$ cat config.mk
export PLATFORM = sky130hd
export DESIGN_NAME = pr_hrav_dispatcher_flat
export DESIGN_NICKNAME = d
export VERILOG_FILES = /design/src/rtl/pr_hrav_dispatcher_pkg.sv /design/src/rtl/pr_hrav_dispatcher_if.sv /design/src/rtl/pr_hrav_dispatcher_route.sv /design/src/rtl/pr_hrav_dispatcher.sv /design/src/flat_wrapper.sv
export SDC_FILE = /design/constraint.sdc
export NUM_CORES = 1
export LEC_CHECK = 0
export CAP_MARGIN = 20
export CORE_AREA = 2 2 668 670
export CTS_CLUSTER_SIZE = 25
export DETAILED_ROUTE_END_ITERATION = 8
export DIE_AREA = 0 0 670 672
export PLACE_DENSITY_LB_ADDON = 0.08
export SLEW_MARGIN = 20
export SYNTH_ARGS = -nofsm -noshare
export SYNTH_HDL_FRONTEND = slang
export SYNTH_SLANG_ARGS = --single-unit
$ cat constraint.sdc
create_clock -name ACLK -period 2.3 [get_ports ACLK]
set_input_delay 0.23 -clock ACLK [delete_from_list [all_inputs] [get_ports ACLK]]
set_output_delay 0.23 -clock ACLK [all_outputs]
set_load 0.02 [all_outputs]
$ cat src/rtl/pr_hrav_dispatcher_pkg.sv
// Shared types for the HRAV packet dispatcher: FSM states, TUSER route codes
// and the resolved per-packet target.
package pr_hrav_dispatcher_pkg;

  localparam int TUSER_W = 128;
  localparam int CNT_W   = 32;

  typedef enum logic [2:0] {
    ST_IDLE     = 3'd0,
    ST_FWD_C0   = 3'd1,
    ST_FWD_C1   = 3'd2,
    ST_FWD_ICAP = 3'd3,
    ST_DROP     = 3'd4
  } state_t;

  typedef enum logic [1:0] {
    ROUTE_CORE0 = 2'b00,
    ROUTE_CORE1 = 2'b01,
    ROUTE_ICAP  = 2'b10,
    ROUTE_ANY   = 2'b11
  } route_t;

  typedef enum logic [1:0] {
    TGT_CORE0 = 2'd0,
    TGT_CORE1 = 2'd1,
    TGT_ICAP  = 2'd2,
    TGT_DROP  = 2'd3
  } target_t;

  function automatic state_t fwd_state(target_t t);
    state_t s;
    case (t)
      TGT_CORE0: s = ST_FWD_C0;
      TGT_CORE1: s = ST_FWD_C1;
      TGT_ICAP:  s = ST_FWD_ICAP;
      default:   s = ST_DROP;
    endcase
    return s;
  endfunction

  function automatic logic [CNT_W-1:0] sat_inc(logic [CNT_W-1:0] v);
    return (v == {CNT_W{1'b1}}) ? v : v + 1'b1;
  endfunction

endpackage

$ cat src/rtl/pr_hrav_dispatcher_if.sv
// AXI4-Stream link used for the DMA input and each dispatcher output port.
interface pr_hrav_dispatcher_if #(
  parameter int DATA_WIDTH = 256
) ();
  import pr_hrav_dispatcher_pkg::*;

  logic [DATA_WIDTH-1:0]   tdata;
  logic [DATA_WIDTH/8-1:0] tstrb;
  logic [TUSER_W-1:0]      tuser;
  logic                    tvalid;
  logic                    tlast;
  logic                    tready;

  modport master (output tdata, tstrb, tuser, tvalid, tlast, input tready);
  modport slave  (input tdata, tstrb, tuser, tvalid, tlast, output tready);

endinterface

$ cat src/rtl/pr_hrav_dispatcher_route.sv
// SOP route decode: maps the TUSER route code, core enables and the
// load-balance pointer to a target port.
module pr_hrav_dispatcher_route
  import pr_hrav_dispatcher_pkg::*;
(
  input  route_t  code,
  input  logic    core_0_enb,
  input  logic    core_1_enb,
  input  logic    rr_ptr,
  output target_t target,
  output logic    rr_advance
);

  logic pref_enb;
  logic other_enb;

  assign pref_enb  = rr_ptr ? core_1_enb : core_0_enb;
  assign other_enb = rr_ptr ? core_0_enb : core_1_enb;

  // NOTE: every output gets a default first so no path through the block
  // leaves a value unassigned, which would otherwise infer a latch.
  always_comb begin
    target     = TGT_DROP;
    rr_advance = 1'b0;
    case (code)
      ROUTE_CORE0: target = core_0_enb ? TGT_CORE0 : TGT_DROP;
      ROUTE_CORE1: target = core_1_enb ? TGT_CORE1 : TGT_DROP;
      ROUTE_ICAP:  target = TGT_ICAP;
      default: begin
        if (pref_enb) begin
          target     = rr_ptr ? TGT_CORE1 : TGT_CORE0;
          rr_advance = 1'b1;
        end else if (other_enb) begin
          target     = rr_ptr ? TGT_CORE0 : TGT_CORE1;
          rr_advance = 1'b1;
        end
      end
    endcase
  end

endmodule

$ cat src/rtl/pr_hrav_dispatcher.sv
// HRAV dispatcher: steers DMA packets to scanner core 0/1 or ICAP with
// zero-latency SOP routing, round-robin balancing and drop accounting.
module pr_hrav_dispatcher
  import pr_hrav_dispatcher_pkg::*;
#(
  parameter int C_S_AXIS_DATA_WIDTH = 256,
  parameter int C_M_AXIS_DATA_WIDTH = 256
) (
  input  logic                  ACLK,
  input  logic                  ARESETN,
  input  logic                  core_0_enb,
  input  logic                  core_1_enb,
  pr_hrav_dispatcher_if.slave   s_axis,
  pr_hrav_dispatcher_if.master  core0_m_axis,
  pr_hrav_dispatcher_if.master  core1_m_axis,
  pr_hrav_dispatcher_if.master  icap_m_axis,
  output logic [CNT_W-1:0]      drop_cnt,
  output logic                  rr_ptr
);

  if (C_S_AXIS_DATA_WIDTH != C_M_AXIS_DATA_WIDTH) begin : g_width_check
    $error("pr_hrav_dispatcher: input and output stream widths must match");
  end

  state_t  state;
  target_t sop_target;
  target_t sel;
  logic    sop_rr_advance;
  logic    core_lost;
  logic    s_ready;
  logic    hs;

  pr_hrav_dispatcher_route u_route (
    .code       (route_t'(s_axis.tuser[1:0])),
    .core_0_enb (core_0_enb),
    .core_1_enb (core_1_enb),
    .rr_ptr     (rr_ptr),
    .target     (sop_target),
    .rr_advance (sop_rr_advance)
  );

  // A core losing its enable mid-packet diverts the rest to the drop sink
  // in the same cycle, so no beat reaches a core under reconfiguration.
  always_comb begin
    sel       = TGT_DROP;
    core_lost = 1'b0;
    case (state)
      ST_IDLE:     sel = sop_target;
      ST_FWD_C0: begin
        core_lost = !core_0_enb;
        sel       = core_0_enb ? TGT_CORE0 : TGT_DROP;
      end
      ST_FWD_C1: begin
        core_lost = !core_1_enb;
        sel       = core_1_enb ? TGT_CORE1 : TGT_DROP;
      end
      ST_FWD_ICAP: sel = TGT_ICAP;
      default:     sel = TGT_DROP;
    endcase
  end

  always_comb begin
    s_ready = 1'b0;
    if (ARESETN) begin
      case (sel)
        TGT_CORE0: s_ready = core0_m_axis.tready;
        TGT_CORE1: s_ready = core1_m_axis.tready;
        TGT_ICAP:  s_ready = icap_m_axis.tready;
        default:   s_ready = 1'b1;
      endcase
    end
  end

  assign s_axis.tready = s_ready;
  assign hs            = s_axis.tvalid && s_ready;

  // Payload is broadcast; only TVALID is steered.
  assign core0_m_axis.tdata  = s_axis.tdata;
  assign core0_m_axis.tstrb  = s_axis.tstrb;
  assign core0_m_axis.tuser  = s_axis.tuser;
  assign core0_m_axis.tlast  = s_axis.tlast;
  assign core0_m_axis.tvalid = ARESETN && s_axis.tvalid && (sel == TGT_CORE0);

  assign core1_m_axis.tdata  = s_axis.tdata;
  assign core1_m_axis.tstrb  = s_axis.tstrb;
  assign core1_m_axis.tuser  = s_axis.tuser;
  assign core1_m_axis.tlast  = s_axis.tlast;
  assign core1_m_axis.tvalid = ARESETN && s_axis.tvalid && (sel == TGT_CORE1);

  assign icap_m_axis.tdata   = s_axis.tdata;
  assign icap_m_axis.tstrb   = s_axis.tstrb;
  assign icap_m_axis.tuser   = s_axis.tuser;
  assign icap_m_axis.tlast   = s_axis.tlast;
  assign icap_m_axis.tvalid  = ARESETN && s_axis.tvalid && (sel == TGT_ICAP);

  // NOTE: state is updated with non-blocking assignments and the reset is
  // sampled on the clock edge, so every register sees pre-edge values.
  always_ff @(posedge ACLK) begin
    if (!ARESETN) begin
      state    <= ST_IDLE;
      rr_ptr   <= 1'b0;
      drop_cnt <= '0;
    end else begin
      case (state)
        ST_IDLE: begin
          if (hs) begin
            if (sel == TGT_DROP) drop_cnt <= sat_inc(drop_cnt);
            if (sop_rr_advance)  rr_ptr   <= ~rr_ptr;
            if (!s_axis.tlast)   state    <= fwd_state(sel);
          end
        end
        ST_FWD_C0, ST_FWD_C1: begin
          if (core_lost) begin
            drop_cnt <= sat_inc(drop_cnt);
            state    <= (hs && s_axis.tlast) ? ST_IDLE : ST_DROP;
          end else if (hs && s_axis.tlast) begin
            state <= ST_IDLE;
          end
        end
        default: begin
          if (hs && s_axis.tlast) state <= ST_IDLE;
        end
      endcase
    end
  end

endmodule

$ cat src/flat_wrapper.sv
// flat-port wrapper written by rule: the top's interface ports become plain ports
module pr_hrav_dispatcher_flat import pr_hrav_dispatcher_pkg::*;
#(
  parameter int C_S_AXIS_DATA_WIDTH = 256,
  parameter int C_M_AXIS_DATA_WIDTH = 256
)
  (ACLK, ARESETN, core_0_enb, core_1_enb, drop_cnt, rr_ptr, s_axis_tdata, s_axis_tstrb, s_axis_tuser, s_axis_tvalid, s_axis_tlast, s_axis_tready, core0_m_axis_tdata, core0_m_axis_tstrb, core0_m_axis_tuser, core0_m_axis_tvalid, core0_m_axis_tlast, core0_m_axis_tready, core1_m_axis_tdata, core1_m_axis_tstrb, core1_m_axis_tuser, core1_m_axis_tvalid, core1_m_axis_tlast, core1_m_axis_tready, icap_m_axis_tdata, icap_m_axis_tstrb, icap_m_axis_tuser, icap_m_axis_tvalid, icap_m_axis_tlast, icap_m_axis_tready);
  pr_hrav_dispatcher_if #(.DATA_WIDTH((256))) s_axis_i ();
  pr_hrav_dispatcher_if #(.DATA_WIDTH((256))) core0_m_axis_i ();
  pr_hrav_dispatcher_if #(.DATA_WIDTH((256))) core1_m_axis_i ();
  pr_hrav_dispatcher_if #(.DATA_WIDTH((256))) icap_m_axis_i ();
  input  logic ACLK;
  input  logic ARESETN;
  input  logic core_0_enb;
  input  logic core_1_enb;
  output logic [CNT_W-1:0] drop_cnt;
  output logic rr_ptr;
  input wire logic [$bits(s_axis_i.tdata)-1:0] s_axis_tdata;
  input wire logic [$bits(s_axis_i.tstrb)-1:0] s_axis_tstrb;
  input wire logic [$bits(s_axis_i.tuser)-1:0] s_axis_tuser;
  input wire logic [$bits(s_axis_i.tvalid)-1:0] s_axis_tvalid;
  input wire logic [$bits(s_axis_i.tlast)-1:0] s_axis_tlast;
  output wire logic [$bits(s_axis_i.tready)-1:0] s_axis_tready;
  output wire logic [$bits(core0_m_axis_i.tdata)-1:0] core0_m_axis_tdata;
  output wire logic [$bits(core0_m_axis_i.tstrb)-1:0] core0_m_axis_tstrb;
  output wire logic [$bits(core0_m_axis_i.tuser)-1:0] core0_m_axis_tuser;
  output wire logic [$bits(core0_m_axis_i.tvalid)-1:0] core0_m_axis_tvalid;
  output wire logic [$bits(core0_m_axis_i.tlast)-1:0] core0_m_axis_tlast;
  input wire logic [$bits(core0_m_axis_i.tready)-1:0] core0_m_axis_tready;
  output wire logic [$bits(core1_m_axis_i.tdata)-1:0] core1_m_axis_tdata;
  output wire logic [$bits(core1_m_axis_i.tstrb)-1:0] core1_m_axis_tstrb;
  output wire logic [$bits(core1_m_axis_i.tuser)-1:0] core1_m_axis_tuser;
  output wire logic [$bits(core1_m_axis_i.tvalid)-1:0] core1_m_axis_tvalid;
  output wire logic [$bits(core1_m_axis_i.tlast)-1:0] core1_m_axis_tlast;
  input wire logic [$bits(core1_m_axis_i.tready)-1:0] core1_m_axis_tready;
  output wire logic [$bits(icap_m_axis_i.tdata)-1:0] icap_m_axis_tdata;
  output wire logic [$bits(icap_m_axis_i.tstrb)-1:0] icap_m_axis_tstrb;
  output wire logic [$bits(icap_m_axis_i.tuser)-1:0] icap_m_axis_tuser;
  output wire logic [$bits(icap_m_axis_i.tvalid)-1:0] icap_m_axis_tvalid;
  output wire logic [$bits(icap_m_axis_i.tlast)-1:0] icap_m_axis_tlast;
  input wire logic [$bits(icap_m_axis_i.tready)-1:0] icap_m_axis_tready;
  assign s_axis_i.tdata = s_axis_tdata;
  assign s_axis_i.tstrb = s_axis_tstrb;
  assign s_axis_i.tuser = s_axis_tuser;
  assign s_axis_i.tvalid = s_axis_tvalid;
  assign s_axis_i.tlast = s_axis_tlast;
  assign s_axis_tready = s_axis_i.tready;
  assign core0_m_axis_tdata = core0_m_axis_i.tdata;
  assign core0_m_axis_tstrb = core0_m_axis_i.tstrb;
  assign core0_m_axis_tuser = core0_m_axis_i.tuser;
  assign core0_m_axis_tvalid = core0_m_axis_i.tvalid;
  assign core0_m_axis_tlast = core0_m_axis_i.tlast;
  assign core0_m_axis_i.tready = core0_m_axis_tready;
  assign core1_m_axis_tdata = core1_m_axis_i.tdata;
  assign core1_m_axis_tstrb = core1_m_axis_i.tstrb;
  assign core1_m_axis_tuser = core1_m_axis_i.tuser;
  assign core1_m_axis_tvalid = core1_m_axis_i.tvalid;
  assign core1_m_axis_tlast = core1_m_axis_i.tlast;
  assign core1_m_axis_i.tready = core1_m_axis_tready;
  assign icap_m_axis_tdata = icap_m_axis_i.tdata;
  assign icap_m_axis_tstrb = icap_m_axis_i.tstrb;
  assign icap_m_axis_tuser = icap_m_axis_i.tuser;
  assign icap_m_axis_tvalid = icap_m_axis_i.tvalid;
  assign icap_m_axis_tlast = icap_m_axis_i.tlast;
  assign icap_m_axis_i.tready = icap_m_axis_tready;
  pr_hrav_dispatcher #(.C_S_AXIS_DATA_WIDTH(C_S_AXIS_DATA_WIDTH), .C_M_AXIS_DATA_WIDTH(C_M_AXIS_DATA_WIDTH)) u_core (.ACLK(ACLK), .ARESETN(ARESETN), .core_0_enb(core_0_enb), .core_1_enb(core_1_enb), .s_axis(s_axis_i), .core0_m_axis(core0_m_axis_i), .core1_m_axis(core1_m_axis_i), .icap_m_axis(icap_m_axis_i), .drop_cnt(drop_cnt), .rr_ptr(rr_ptr));
endmodule
==> impl_results.md <==
- Sequential cell area: 727 µm²
- Sequential area share after synthesis: 6.24%
- GPL Wtd Cong: 0.572
- IO buf count: 56
- Placed instance area: 10800 µm²
- DIE AREA: 450000 µm²
- Pint: 1420 µW
- Io pins: 1713
- Root buf cell: clkbuf_16
- Number of placed instances, taps included: 6316
- Worst Path Buf+Inv: 7
- Diodes inserted: 0
- Overflow after GRT: 0
- Vias: 5197
- Post-route cell area: 11800 µm²
- Startpoint types: input pin
- Clk slew on worst S/H paths: 70 ps
- Flop pwr share: 30.8%
- Yosys warning count: 0
- # rows: 245
- Clk network pwr share: 41.1%
- Nets@finish: 848
- Layout cell share with drive strength beyond 1: 45.6%
- Largest net degree at the start of global routing: 31
- Final setup skew: 11.8 ps
- Net Sw Frac: 32.2%
- Hold buffer count at cts: 0
- Fmax achieved: 365 MHz
- Core box area: 444000 µm²
- Syn avg cell area: 7.64 µm²
- Synthesis-to-finish area growth: 2.33%
- Worst-Skew Late Latency: 320 ps
- # H-tree levels: 2
- Via-per-instance ratio: 0.819
- Worst path most repeated cell: buf_4
- First-pass GRT wire length: 188 mm
- DRC: 0
- Net Count, Synth: 1942
- CTS Buffer Depth: 2
- Die Span X: 670 µm
- Final hold viol count: 0
- Mapped Area: 11500 µm²
- CP max stage cell: clkdlybuf4s50_1
- TNS Setup: -8840 ps
- Max Cap Violations: 0
- Layout fillers: 52998
- Failing checks: negative setup slack
- HP Class: input pin to flop
- Critical path's top delay family: buffers and inverters
- Period minus WS final: 2740 ps
- Worst Setup Slack, final: -440 ps
- CP Capture Type: output pin
- Vias in the first global route: 5247
- Post-synth EDFFs: 0
- Detailed Route WL: 173 mm
- Die Span Y: 672 µm
- WP data required: 2070 ps
- Clock sink total: 36
- Number of CTS-inserted buffers: 5
- TritonRoute pass-1 iters: 4
- Crit path cell chain: clkdlybuf4s50_1 > inv_1 > buf_4 > a21oi_1 > a21oi_1 > a311o_1 > buf_4 > ha_2 > a22oi_1 > buf_4 > a21oi_4 > buf_6 > buf_12
- Crit share post-route: 119%
- Dpl ws: -1030 ps
- Iter 0 DRT Violations: 264
- RSZ-0062 raised after global routing: true
- Leak pwr: 0.00170 µW
- Crit Path Max Fanout: 2
- Overall routing resource usage: 7.34%
- Leading register cell type out of synthesis: dfxtp_1
- Peak supply drop: 0.000250 V
- Syn Inst Count: 1512
- CP arrival: 2510 ps
- Layout Cells excl Fill: 6347
- Slew Limit Fails: 0
- #FFs+latches synth: 36
- Synth async-reset ratio: 0%
- DP Wirelength: 162 mm
- WL per Instance: 27.3 µm
- Final setup fails: 37
- Final core occ: 2.66%
- Worst Tran Pin Value: 553 ps
- Status: finished, violations left
- Post-DRT Antenna Nets: 0
- Initial core utilization: 2.60%
- Net Switching: 673 µW
- Area occupied by multi-input gates: 1770 µm²
- Crit-path max cell delay: 480 ps
- Initial antenna violation count: 2
- Slew Limit Headroom: 63.1%
- CTS tree: done
- Combinational share of power: 28.0%
- Crit Path Category: input pin to output pin
- Unique cell type count in the Yosys netlist: 51
- Power Density: 177 nW/µm²
==> layout by cell type (no fill, tap or decap), types with 3 or more instances in the layout <==
master	Yosys	final
nand4_1	8	8
nor3_1	4	4
a21oi_4	0	3
nor4b_4	0	4
buf_4	1252	74
a21oi_2	1	9
o21ai_0	12	4
dfxtp_1	36	33
and4_1	4	3
o311ai_4	0	3
mux2i_1	9	9
nor2_1	6	5
buf_12	0	14
or4_4	0	6
o31ai_1	9	9
o21ai_1	1	6
nand2b_1	12	12
clkbuf_16	0	8
or4_1	9	3
o41ai_2	0	3
buf_6	1	25
or3_1	10	9
nand2_1	25	24
a21oi_1	23	12
nand3_1	8	8
clkdlybuf4s50_1	0	41
o21a_1	3	3
inv_1	9	8
and3_1	5	3
nor4_4	1	6
==> worst reg2reg max path, stage by stage (launching register included) <==
cell and delay, ps:
dfxtp_4 350, a21bo_2 190, a21oi_2 130, a21oi_2 60, or3_4 410, a21o_1 190
ha_2 190, and4_4 180, buf_6 130, o21ai_4 150, buf_12 160, buf_12 150
buf_6 120, o311ai_2 70, o41ai_1 90
==> metal layers <==
| layer | part of all wire, % | track usage [%] | wire length [µm] |
|---|---|---|---|
| met5 | 0.51 | 1.48 | 882 |
| met1 | 16 | 3.21 | 27000 |
| met4 | 4.6 | 2.83 | 7880 |
| met3 | 34 | 11.8 | 58300 |
| met2 | 46 | 11.8 | 78900 |
==> metrics by stage <==
stage               power, µW  hold slack [ps]
floorplan                3970              380
global placement         1120              460
detailed placement       1100              460
CTS                      2180              460
global route             2250              460
finish                   2090              443
==> cells in the mapped netlist, drive strengths merged, types with 4 or more instances <==
library cell / instances / area share (%)
a21oi: 24 / 1.1
and3: 5 / 0.27
and4: 4 / 0.30
buf: 1259 / 82
clkbuf: 6 / 0.20
dfxtp: 36 / 6.2
ha: 5 / 0.54
inv: 9 / 0.29
mux2i: 9 / 0.78
nand2: 25 / 0.81
nand2b: 12 / 0.65
nand3: 8 / 0.35
nand4: 9 / 0.54
nor2: 7 / 0.25
nor3: 5 / 0.26
nor4: 9 / 0.62
nor4b: 4 / 0.36
o21ai: 13 / 0.56
o311ai: 5 / 0.38
o31ai: 9 / 0.59
o41ai: 5 / 0.38
or3: 10 / 0.54
or4: 9 / 0.59
==> repair_timing <==
action,4_1_cts,5_1_grt
resized for setup,100,38
hold endpoints to repair,0,0
setup buffers,23,8
setup endpoints to repair,40,40
cloned,2,2
pin swaps,24,18
==> power groups by stage <==
stage,Clock [µW],Sequential (µW),Combinational (µW)
after floorplan,0,658,3310
after global placement,0,659,460
after detailed placement,0,657,445
after CTS,959,645,573
after global routing,958,647,643
final,859,644,586
==> path summary, 6_finish.rpt <==
kind / slack, ps / startpoint / end / cells past startpoint
setup / recovery: -440 / core_0_enb / s_axis_tready / 13
hold reg to reg: 510 / u_core.drop_cnt[17] / u_core.drop_cnt[17] / 2
setup reg to reg: -370 / u_core.rr_ptr / u_core.drop_cnt[9] / 14
hold / removal: 440 / core_1_enb / u_core.state[1] / 5
==> cell type report <==
| type | count | share of cell area, % |
|---|---|---|
| multi-input cells | 201 | 15.0 |
| well taps | 5928 | 62.8 |
| clock buffers | 6 | 1.27 |
| clock inverters | 2 | 0.106 |
| inverters | 10 | 0.339 |
| flip-flops and latches | 36 | 6.15 |
| repair buffers | 164 | 14.4 |
==> flip-flops by register name, indices dropped and copies added (netlist names) <==
| register | count |
|---|---|
| u_core.state | 3 |
| u_core.rr_ptr | 1 |
| u_core.drop_cnt | 32 |
==> cells by family (layout without fill, tap and decap cells) <==
kind of cell,count (synthesis),after routing,share of synthesized area (%)
multiplexers,9,9,0.780
XOR/XNOR,1,1,0.0759
buffers and inverters,1275,182,82.3
AO/OA/AOI/OAI,73,73,4.16
AND/OR/NAND/NOR,113,113,5.94
adder cells (fa/ha/maj),5,5,0.542
flip-flops,36,36,6.24
No activity file was read; power rests on OpenSTA's default activity.
